`config.mk`:
```
export PLATFORM = sky130hd
export DESIGN_NAME = pe_credit_dispatcher_flat
export DESIGN_NICKNAME = d
export VERILOG_FILES = /design/src/rtl/pe_credit_dispatcher_if.sv /design/src/rtl/pe_credit_dispatcher.sv /design/src/flat_wrapper.sv
export SDC_FILE = /design/constraint.sdc
export NUM_CORES = 1
export LEC_CHECK = 0
export ABC_CLOCK_PERIOD_IN_PS = 2800
export CAP_MARGIN = 20
export CORE_UTILIZATION = 41
export DETAILED_ROUTE_END_ITERATION = 8
export GPL_TIMING_DRIVEN = 1
export PLACE_DENSITY = 0.87
export SETUP_SLACK_MARGIN = 0.15
export SYNTH_ARGS = -nofsm -noshare
export SYNTH_HDL_FRONTEND = slang
export SYNTH_SLANG_ARGS = --single-unit
```
`constraint.sdc`:
```
create_clock -name clk -period 2.8 [get_ports clk]
set_clock_uncertainty 0.05 [all_clocks]
set_input_delay 0.84 -clock clk [delete_from_list [all_inputs] [get_ports clk]]
set_output_delay 0.84 -clock clk [all_outputs]
set_load 0.03 [all_outputs]
```
`src/rtl/pe_credit_dispatcher_if.sv`:
```
// rtl/pe_credit_dispatcher_if.sv - PCI job, NoC flit and result-tap signals of pe_credit_dispatcher
//
// Bundles every non-clock signal of the dispatcher.
//   master : dispatcher side (drives o_*, samples i_*)
//   slave  : environment side (host PCI stream, NoC port, result tap)
// Signals:
//   i_valid_pci/i_data_pci/o_ready_pci : PCI job stream into the dispatcher
//   o_valid/o_data/i_ready             : flit stream towards the NoC
//   i_ret_valid/i_ret_data             : result flits observed on the NoC (no backpressure)
//   o_inflight                         : number of outstanding jobs
//   o_err                              : sticky protocol error
//   i_pe_mask                          : per-PE exclusion, only with PE_MASK_EN defined
interface pe_credit_dispatcher_if #(
  parameter int N_PE        = 4,
  parameter int data_width  = 32,
  parameter int total_width = 38,
  parameter int pck_num     = 4
);
`ifdef PE_MASK_EN
  logic [N_PE-1:0]        i_pe_mask;
`endif
  logic                   i_valid_pci;
  logic [data_width-1:0]  i_data_pci;
  logic                   o_ready_pci;
  logic                   o_valid;
  logic [total_width-1:0] o_data;
  logic                   i_ready;
  logic                   i_ret_valid;
  logic [total_width-1:0] i_ret_data;
  logic [pck_num:0]       o_inflight;
  logic                   o_err;

  modport master (
`ifdef PE_MASK_EN
    input  i_pe_mask,
`endif
    input  i_valid_pci,
    input  i_data_pci,
    output o_ready_pci,
    output o_valid,
    output o_data,
    input  i_ready,
    input  i_ret_valid,
    input  i_ret_data,
    output o_inflight,
    output o_err
  );

  modport slave (
`ifdef PE_MASK_EN
    output i_pe_mask,
`endif
    output i_valid_pci,
    output i_data_pci,
    input  o_ready_pci,
    input  o_valid,
    input  o_data,
    output i_ready,
    output i_ret_valid,
    output i_ret_data,
    input  o_inflight,
    input  o_err
  );
endinterface

```
`src/rtl/pe_credit_dispatcher.sv`:
```
// rtl/pe_credit_dispatcher.sv - credit-limited round-robin job dispatcher from PCI to NoC
//
// Assigns each PCI job to a compute PE in round-robin order (host node skipped),
// limits every PE to CREDITS outstanding jobs and refunds credits from result
// flits seen on the NoC. Outgoing flit layout is {payload, pck_no, y, x}.
// PE index = x*Y + y.
// Ports:
//   clk : clock
//   rst : asynchronous active-high reset
//   bus : pe_credit_dispatcher_if.master (PCI stream, NoC flit stream, result tap,
//         in-flight count, sticky error)
// Optional feature macro PE_MASK_EN: adds bus.i_pe_mask; a set bit removes that
// PE from selection while its credits still refund normally.
module pe_credit_dispatcher #(
  parameter int X           = 2,
  parameter int Y           = 2,
  parameter int x_size      = 1,
  parameter int y_size      = 1,
  parameter int pck_num     = 4,
  parameter int data_width  = 32,
  parameter int total_width = 38,
  parameter int CREDITS     = 2,
  parameter int HOST_X      = 0,
  parameter int HOST_Y      = 0
) (
  input logic                    clk,
  input logic                    rst,
  pe_credit_dispatcher_if.master bus
);

  localparam int N        = X * Y;
  localparam int IW       = (N > 1) ? $clog2(N) : 1;
  localparam int CW       = $clog2(CREDITS + 1);
  localparam int HOST_IDX = HOST_X * Y + HOST_Y;
  localparam int FIRST_PE = (HOST_IDX == 0) ? 1 : 0;

  localparam logic [CW-1:0]      CRED_MAX     = CW'(CREDITS);
  localparam logic [CW-1:0]      CRED_ONE     = CW'(1);
  localparam logic [IW-1:0]      IDX_ONE      = IW'(1);
  localparam logic [IW-1:0]      IDX_LAST     = IW'(N - 1);
  localparam logic [pck_num-1:0] PCK_ONE      = pck_num'(1);
  localparam logic [pck_num:0]   INF_ONE      = (pck_num + 1)'(1);
  // Capping outstanding jobs at 2**pck_num keeps packet numbers unique in flight.
  localparam logic [pck_num:0]   INFLIGHT_CAP = {1'b1, {pck_num{1'b0}}};

  // Registered state
  logic                   valid_q;
  logic [total_width-1:0] data_q;
  logic [pck_num-1:0]     pck_no;
  logic [IW-1:0]          rr;
  logic [pck_num:0]       inflight_q;
  logic                   err_q;
  logic [N-1:0][CW-1:0]   credit;

  // Selection
  logic [N-1:0]           elig;
  logic                   any_elig;
  logic [IW-1:0]          cand;
  logic [IW-1:0]          sel;
  logic [x_size-1:0]      sel_x;
  logic [y_size-1:0]      sel_y;
  logic                   ready;
  logic                   accept;

  // Return decode
  logic [x_size-1:0]      ret_x;
  logic [y_size-1:0]      ret_y;
  logic                   ret_in_range;
  logic [IW-1:0]          ret_idx;
  logic                   ret_legal;
  logic                   ret_ok;
  logic                   ret_bad;
  logic                   unused_ret;

  // Per-PE credit counters. A same-cycle take and give cancel out; a take
  // can only happen with credit > 0 and a give only below CREDITS, so the
  // counter never leaves [0, CREDITS].
  for (genvar k = 0; k < N; k++) begin : g_pe
    logic [CW-1:0] cr;
    logic          take;
    logic          give;

    assign take = accept && (sel == IW'(k));
    assign give = ret_ok && (ret_idx == IW'(k));

    always_ff @(posedge clk or posedge rst) begin
      if (rst) begin
        cr <= CRED_MAX;
      end else if (take && !give) begin
        cr <= cr - CRED_ONE;
      end else if (give && !take) begin
        cr <= cr + CRED_ONE;
      end
    end

    assign credit[k] = cr;

    if (k == HOST_IDX) begin : g_host
      assign elig[k] = 1'b0;
    end else begin : g_node
`ifdef PE_MASK_EN
      assign elig[k] = (cr != '0) && !bus.i_pe_mask[k];
`else
      assign elig[k] = (cr != '0);
`endif
    end
  end

  // First eligible PE at or after the round-robin pointer, wrapping.
  always_comb begin
    any_elig = 1'b0;
    sel      = '0;
    cand     = '0;
    for (int k = 0; k < N; k++) begin
      cand = IW'((int'(rr) + k) % N);
      if (!any_elig && elig[cand]) begin
        any_elig = 1'b1;
        sel      = cand;
      end
    end
  end

  assign sel_x = x_size'(int'(sel) / Y);
  assign sel_y = y_size'(int'(sel) % Y);

  // A new job may enter only when the output register is free or draining.
  assign ready  = (!valid_q || bus.i_ready) && any_elig && (inflight_q < INFLIGHT_CAP);
  assign accept = bus.i_valid_pci && ready;

  // Result flits carry their source PE in the low coordinate bits.
  assign ret_x      = bus.i_ret_data[x_size-1:0];
  assign ret_y      = bus.i_ret_data[x_size+y_size-1:x_size];
  assign unused_ret = ^bus.i_ret_data[total_width-1:x_size+y_size];

  always_comb begin
    ret_in_range = (int'(ret_x) < X) && (int'(ret_y) < Y);
    ret_idx      = ret_in_range ? IW'(int'(ret_x) * Y + int'(ret_y)) : '0;
    ret_legal    = ret_in_range && (int'(ret_idx) != HOST_IDX) && (credit[ret_idx] < CRED_MAX);
    ret_ok       = bus.i_ret_valid && ret_legal;
    ret_bad      = bus.i_ret_valid && !ret_legal;
  end

  always_ff @(posedge clk or posedge rst) begin
    if (rst) begin
      valid_q    <= 1'b0;
      data_q     <= '0;
      pck_no     <= '0;
      rr         <= IW'(FIRST_PE);
      inflight_q <= '0;
      err_q      <= 1'b0;
    end else begin
      if (accept) begin
        valid_q <= 1'b1;
        data_q  <= {bus.i_data_pci, pck_no, sel_y, sel_x};
        pck_no  <= pck_no + PCK_ONE;
        rr      <= (sel == IDX_LAST) ? '0 : sel + IDX_ONE;
      end else if (bus.i_ready) begin
        valid_q <= 1'b0;
      end

      if (accept && !ret_ok) begin
        inflight_q <= inflight_q + INF_ONE;
      end else if (ret_ok && !accept) begin
        inflight_q <= inflight_q - INF_ONE;
      end

      if (ret_bad) begin
        err_q <= 1'b1;
      end
    end
  end

  assign bus.o_ready_pci = ready;
  assign bus.o_valid     = valid_q;
  assign bus.o_data      = data_q;
  assign bus.o_inflight  = inflight_q;
  assign bus.o_err       = err_q;

endmodule
```
`src/flat_wrapper.sv`:
```
// flat-port wrapper written by rule: the top's interface ports become plain ports
module pe_credit_dispatcher_flat 
#(
  parameter int X           = 2,
  parameter int Y           = 2,
  parameter int x_size      = 1,
  parameter int y_size      = 1,
  parameter int pck_num     = 4,
  parameter int data_width  = 32,
  parameter int total_width = 38,
  parameter int CREDITS     = 2,
  parameter int HOST_X      = 0,
  parameter int HOST_Y      = 0
)
  (clk, rst, bus_i_valid_pci, bus_i_data_pci, bus_o_ready_pci, bus_o_valid, bus_o_data, bus_i_ready, bus_i_ret_valid, bus_i_ret_data, bus_o_inflight, bus_o_err);
  pe_credit_dispatcher_if #(.data_width(data_width), .total_width(total_width), .pck_num(pck_num)) bus_i ();
  input logic clk;
  input logic rst;
  input wire logic [$bits(bus_i.i_valid_pci)-1:0] bus_i_valid_pci;
  input wire logic [$bits(bus_i.i_data_pci)-1:0] bus_i_data_pci;
  output wire logic [$bits(bus_i.o_ready_pci)-1:0] bus_o_ready_pci;
  output wire logic [$bits(bus_i.o_valid)-1:0] bus_o_valid;
  output wire logic [$bits(bus_i.o_data)-1:0] bus_o_data;
  input wire logic [$bits(bus_i.i_ready)-1:0] bus_i_ready;
  input wire logic [$bits(bus_i.i_ret_valid)-1:0] bus_i_ret_valid;
  input wire logic [$bits(bus_i.i_ret_data)-1:0] bus_i_ret_data;
  output wire logic [$bits(bus_i.o_inflight)-1:0] bus_o_inflight;
  output wire logic [$bits(bus_i.o_err)-1:0] bus_o_err;
  assign bus_i.i_valid_pci = bus_i_valid_pci;
  assign bus_i.i_data_pci = bus_i_data_pci;
  assign bus_o_ready_pci = bus_i.o_ready_pci;
  assign bus_o_valid = bus_i.o_valid;
  assign bus_o_data = bus_i.o_data;
  assign bus_i.i_ready = bus_i_ready;
  assign bus_i.i_ret_valid = bus_i_ret_valid;
  assign bus_i.i_ret_data = bus_i_ret_data;
  assign bus_o_inflight = bus_i.o_inflight;
  assign bus_o_err = bus_i.o_err;
  pe_credit_dispatcher #(.X(X), .Y(Y), .x_size(x_size), .y_size(y_size), .pck_num(pck_num), .data_width(data_width), .total_width(total_width), .CREDITS(CREDITS), .HOST_X(HOST_X), .HOST_Y(HOST_Y)) u_core (.clk(clk), .rst(rst), .bus(bus_i));
endmodule
```
### Word-level counts from Yosys, hierarchy flattened

Cells that the tools add are included.

| word-level totals | value |
|---|---|
| register bits | 59 |
| input bits | 75 |
| output and inout bits | 46 |

| operators by class | value |
|---|---|
| reductions and logical operators | 55 |
| add/sub/neg operators | 16 |
| $lt $le $gt $ge | 7 |
| multiplexer cells | 31 |
| equality and inequality tests | 6 |

Operators by type and width:

| operator | number |
|---|---|
| $mux 2 | 14 |
| $logic_and 1x1->1 | 27 |
| $reduce_bool 2->1 | 10 |
| $logic_not 1->1 | 15 |
| $lt 2x3->1 const B | 5 |
| $add 2x1->2 const B | 6 |
| $mux 1 | 10 |
| $mux 5 | 2 |
| $bmux 1 s2 | 4 |
| $eq 2x2->1 const B | 4 |
| $sub 2x1->2 const B | 4 |
| $add 5x1->5 const B | 1 |
| $lt 5x5->1 const B | 1 |
| $sub 5x1->5 const B | 1 |
| $add 2x2->2 const B | 2 |
| $add 4x1->4 const B | 1 |
| $bmux 2 s2 | 1 |
| $eq 2x1->1 const B | 2 |
| $logic_not 2->1 | 2 |
| $add 2x1->2 | 1 |
| $lt 2x2->1 const B | 1 |
| $logic_or 1x1->1 | 1 |

### Logic depth before layout (Yosys ltp)

| logic depth | value |
|---|---|
| word-level depth | 21 |
| gate-level depth with buffers | 11 |
| mapped depth without buffers | 10 |

### Worst setup path before layout

OpenSTA, ideal clock, no wires.

| path | value |
|---|---|
| kind | input port to flip-flop |
| start point | in bus_i_ready |
| end point | reg u_core.inflight_q[4], in the netlist u_core.bus.o_inflight[4] |
| arrival time | 2.549 ns |
| stages on the path | 11 |
| slack | 0.067 ns |
| buffers on the path | 2 |
| path through | nor2b_1 > a211oi_4 > buf_6 > buf_6 > ha_1 > inv_1 > ha_1 > a21oi_1 > and3_1 > o21bai_1 > xnor2_1 |

| on the way | value |
|---|---|
| word-level cells in the longest chain between the ends | 7 |

Ends and longest elaborated chain:

| element | RTL line | source |
|---|---|---|
| start, declared | flat_wrapper.sv:24 | `input wire logic [$bits(bus_i.i_ready)-1:0] bus_i_ready;` |
| $logic_or 1x1->1 (*) | pe_credit_dispatcher.sv:127 | `assign ready = (!valid_q \|\| bus.i_ready) && any_elig && (inflight_q < INFLIGHT_CAP);` |
| $logic_and 1x1->1 (*) (2 in a row) | pe_credit_dispatcher.sv:127 |  |
| $logic_and 1x1->1 (*) | pe_credit_dispatcher.sv:128 | `assign accept = bus.i_valid_pci && ready;` |
| named net u_core.accept | pe_credit_dispatcher.sv:63 | `logic accept;` |
| $logic_not 1->1 | pe_credit_dispatcher.sv:163 | `end else if (ret_ok && !accept) begin` |
| $logic_and 1x1->1 | pe_credit_dispatcher.sv:163 |  |
| $reduce_bool 2->1 (no source line) | -- |  |
| end signal, assigned | pe_credit_dispatcher.sv:162 | `inflight_q <= inflight_q + INF_ONE;` |
| end signal, assigned | pe_credit_dispatcher.sv:164 | `inflight_q <= inflight_q - INF_ONE;` |
| end, declared | pe_credit_dispatcher.sv:51 | `logic [pck_num:0] inflight_q;` |

Mark *: on every way through the listed nets, which the timed path passes. The rest lies on a longest branch.
A chain may end at the register's enable or synchronous reset.

### Worst setup path after layout

| path | value |
|---|---|
| start point | in bus_i_valid_pci |
| end point | reg u_core.inflight_q[4], in the netlist u_core.bus.o_inflight[4] |

| on the way | value |
|---|---|
| word-level cells in the longest chain between the ends | 4 |

Ends and longest elaborated chain:

| element | RTL line | source |
|---|---|---|
| start, declared | flat_wrapper.sv:19 | `input wire logic [$bits(bus_i.i_valid_pci)-1:0] bus_i_valid_pci;` |
| $logic_and 1x1->1 (*) | pe_credit_dispatcher.sv:128 |  |
| $logic_not 1->1 | pe_credit_dispatcher.sv:163 |  |
| $logic_and 1x1->1 | pe_credit_dispatcher.sv:163 |  |
| $reduce_bool 2->1 (no source line) | -- |  |

Mark *: on every way between the ends. The rest lies on a longest branch, timed or not.

==> impl_metrics.tcl <==
set metrics [dict create \
    fp-row-count 28 \
    num_vias 1855 \
    finalHoldViolations 0 \
    fin_cells 382 \
    cap_violations 0 \
    synthCells 184 \
    cp_slowest_cell "clkdlybuf4s50_1" \
    reg2reg_setup_slack_ns 0.41 \
    worstHoldPathCells 1 \
    yosysTopAreaCell "dfrtp_1" \
    ir_drop_mv 0.663 \
    cts_buffers 9 \
    synthFlopType "dfrtp_1" \
    cts.path.max_buffers 2 \
    path_clk_slew_ns 0.07 \
    worstSetupEndpointType "flop" \
    yosysTopAreaCellShare_pct 52.3 \
    cts-root-buf "clkbuf_8" \
    dp.cells 353 \
    synth_common_cells "53 x dfrtp_1, 39 x mux2_2, 11 x ha_1, 11 x xnor2_1, 9 x nor2_1" \
    rr_worst_depth 9 \
    area_growth_pct 57.2 \
    fin_crit_sh_pct 93.8 \
    synth_fp_nets 271 \
    grt_usage_pct 17.1 \
    critPathMaxStageDelay_ns 0.46 \
    pre_cts_ws_ns -0.496 \
    pin_count 121 \
    grt_max_degree 58 \
    finalSetupTns_ns 0 \
    grt_pass1_vias 1807 \
    critPathLaunchType "primary input" \
    worst-path-buf-inv 2 \
    portBuffers 84 \
    yosys.area_share.simple_pct 7.35 \
    async_reset_ff_share_pct 100 \
    fp.dieH_um 80.7 \
    drc 0 \
    wl_per_cell_um 14.4 \
    ctsHtreeMaxLevel 3 \
    drive_gt1_share_pct 35.5 \
    synthMuxAreaShare_pct 17.7 \
    via_per_inst 4.86 \
    dp_hpwl_mm 3.55 \
    final-setup-viol-count 0 \
    yosysMostFrequentCell "dfrtp_1" \
    power.total_mw 5.35 \
    syn_avg_cell_area_um2 13.8 \
    grt-ovfl-total 0 \
    synth_fa_ha_area_share_pct 6.21 \
    insertion_delay_ns 0.32 \
    rr_startpoint "u_core.g_pe[2].cr[0]" \
    status "finished, final reports clean" \
    fin_crit_ns 2.63 \
    fmax_mhz 381 \
    tightest_slew_ns 0.423 \
    timing.final.ws_setup_ns 0.173 \
    worst_r2r_endpoint "u_core.g_pe[2].cr[1]" \
    dr.pass1.iters 4 \
    synth.area.top_cells "dfrtp_1 52%, mux2_2 17%, ha_1 5.4%" \
    final_nets 389 \
    cts_sinks 57 \
    initial_utilization_pct 42.6 \
    diodes 0 \
    relSlewSlack_pct 71.7 \
    ys_ff_latch 57 \
    synth_top_family_by_area "multiplexers" \
    synthXorXnorAreaFrac_pct 5.52 \
    routabilityCongestion 0.707 \
    synth_compound_area_share_pct 4.59 \
    grt_setup_unrepaired "true" \
    crit_path_max_fanout 6 \
    leakage_nw 1.69 \
    worstHoldStart "u_core.bus.o_err" \
    critical_path.top_delay_family "adder cells" \
    hold_class "flop to flop" \
    drt-initial-drc-count 11 \
    finalWirelength_mm 5.49 \
    antenna_found_initial 0 \
    required_ns 2.96 \
    synth_cell_type_count 32 \
    power_density_nw_per_um2 1340 \
    die_w_um 80.7 \
    worstHoldEndpoint "u_core.bus.o_err" \
    grt_pass1_wl_mm 8.23 \
    tritoncts "yes" \
    crit_type "primary input to flop" \
    placed_cell_area_um2 3560 \
    dieArea_um2 6510 \
    ant_nets 0 \
    fin_area_um2 3990 \
    ys_seq_area_share_pct 56.4 \
    netlist_area_um2 2540 \
    ys_warn_count 0 \
    synth_edf_count 0 \
    cp.arrival_ns 2.78 \
    core_um2 5960 \
    crit_chain "clkdlybuf4s50_1 -> nand2b_1 -> a211oi_4 -> ha_2 -> inv_4 -> fa_2 -> nand3_2 -> and3_4 -> o21bai_1 -> xnor2_1" \
    slew_violations 0 \
]
==> layer usage <==
layer  wire, um  vias up  GRT usage, %  part of all wire, %
met5          0        -             0                    0
met4         70        0          5.89                  1.3
met3        329        8          5.11                  6.0
met2       2790       56          30.7                   51
met1       2300      917          19.1                   42
li1           -      874             -                    -
==> registers in the layout (all words and copies together), names as in the netlist <==
name and count:
u_core.bus.o_data 38, u_core.g_pe.cr 6, u_core.bus.o_inflight 5, u_core.pck_no 4
u_core.rr 2, u_core.bus.o_err 1, u_core.bus.o_valid 1
==> how the worst max path moves through the flow <==
stage	start	endpoint	cells after the start
after floorplan	bus_i_valid_pci	u_core.bus.o_inflight[4]	11
after global placement	bus_i_ret_data[1]	u_core.bus.o_inflight[3]	11
after detailed placement	bus_i_ret_data[1]	u_core.bus.o_inflight[3]	11
after CTS	bus_i_ret_data[0]	u_core.bus.o_inflight[4]	11
after global routing	bus_i_valid_pci	u_core.bus.o_inflight[4]	10
final	bus_i_valid_pci	u_core.bus.o_inflight[4]	10
==> cell type report <==
cell class | instances | area (um2)
clock buffers | 10 | 128
clock inverters | 6 | 82.6
fillers | 439 | 1970
inverters | 5 | 21.3
multi-input cells | 117 | 1170
flip-flops and latches | 57 | 1430
well taps | 75 | 93.8
repair buffers | 112 | 1060
==> cells in the final DEF, fill, tap and decap left out, types with 4 or more instances in the layout <==
master	instances
buf_4	26
and2_1	4
ha_1	6
xor2_1	5
xnor2_1	11
clkdlybuf4s50_1	80
nand2_1	4
ha_4	4
nor2_1	9
mux2_2	39
dfrtp_1	53
dfstp_2	4
clkbuf_8	9
==> through the flow <==
stage	hold slack, ns	util, %
2_1_floorplan	0.390	-
3_3_place_gp	0.392	59.8
3_5_place_dp	0.410	59.8
4_1_cts	0.429	65.3
5_1_grt	0.438	67.0
6_report	0.423	67.0
==> repair_timing <==
| item | CTS | global route |
|---|---|---|
| pin swaps | 3 | 7 |
| setup endpoints to repair | 5 | 7 |
| setup buffers | 11 | 2 |
| gates resized for setup | 12 | 16 |
| hold buffers | 0 | 0 |
==> cells by family (layout without fill, tap and decap cells) <==
family	after synthesis	in the layout
buf+inv	10	133
mux	40	40
fa+ha+maj	12	12
simple gates	32	32
xor+xnor	16	16
compound gates	17	17
flops	57	57
==> power by group <==
group          internal [mW]  switching, mW  leakage [nW]  total (mW)
Clock                  0.496          0.328         0.106       0.824
Sequential              1.27          0.318         0.665        1.59
Combinational           1.50           1.44         0.915        2.94
Power figures use the tool's default switching activity.
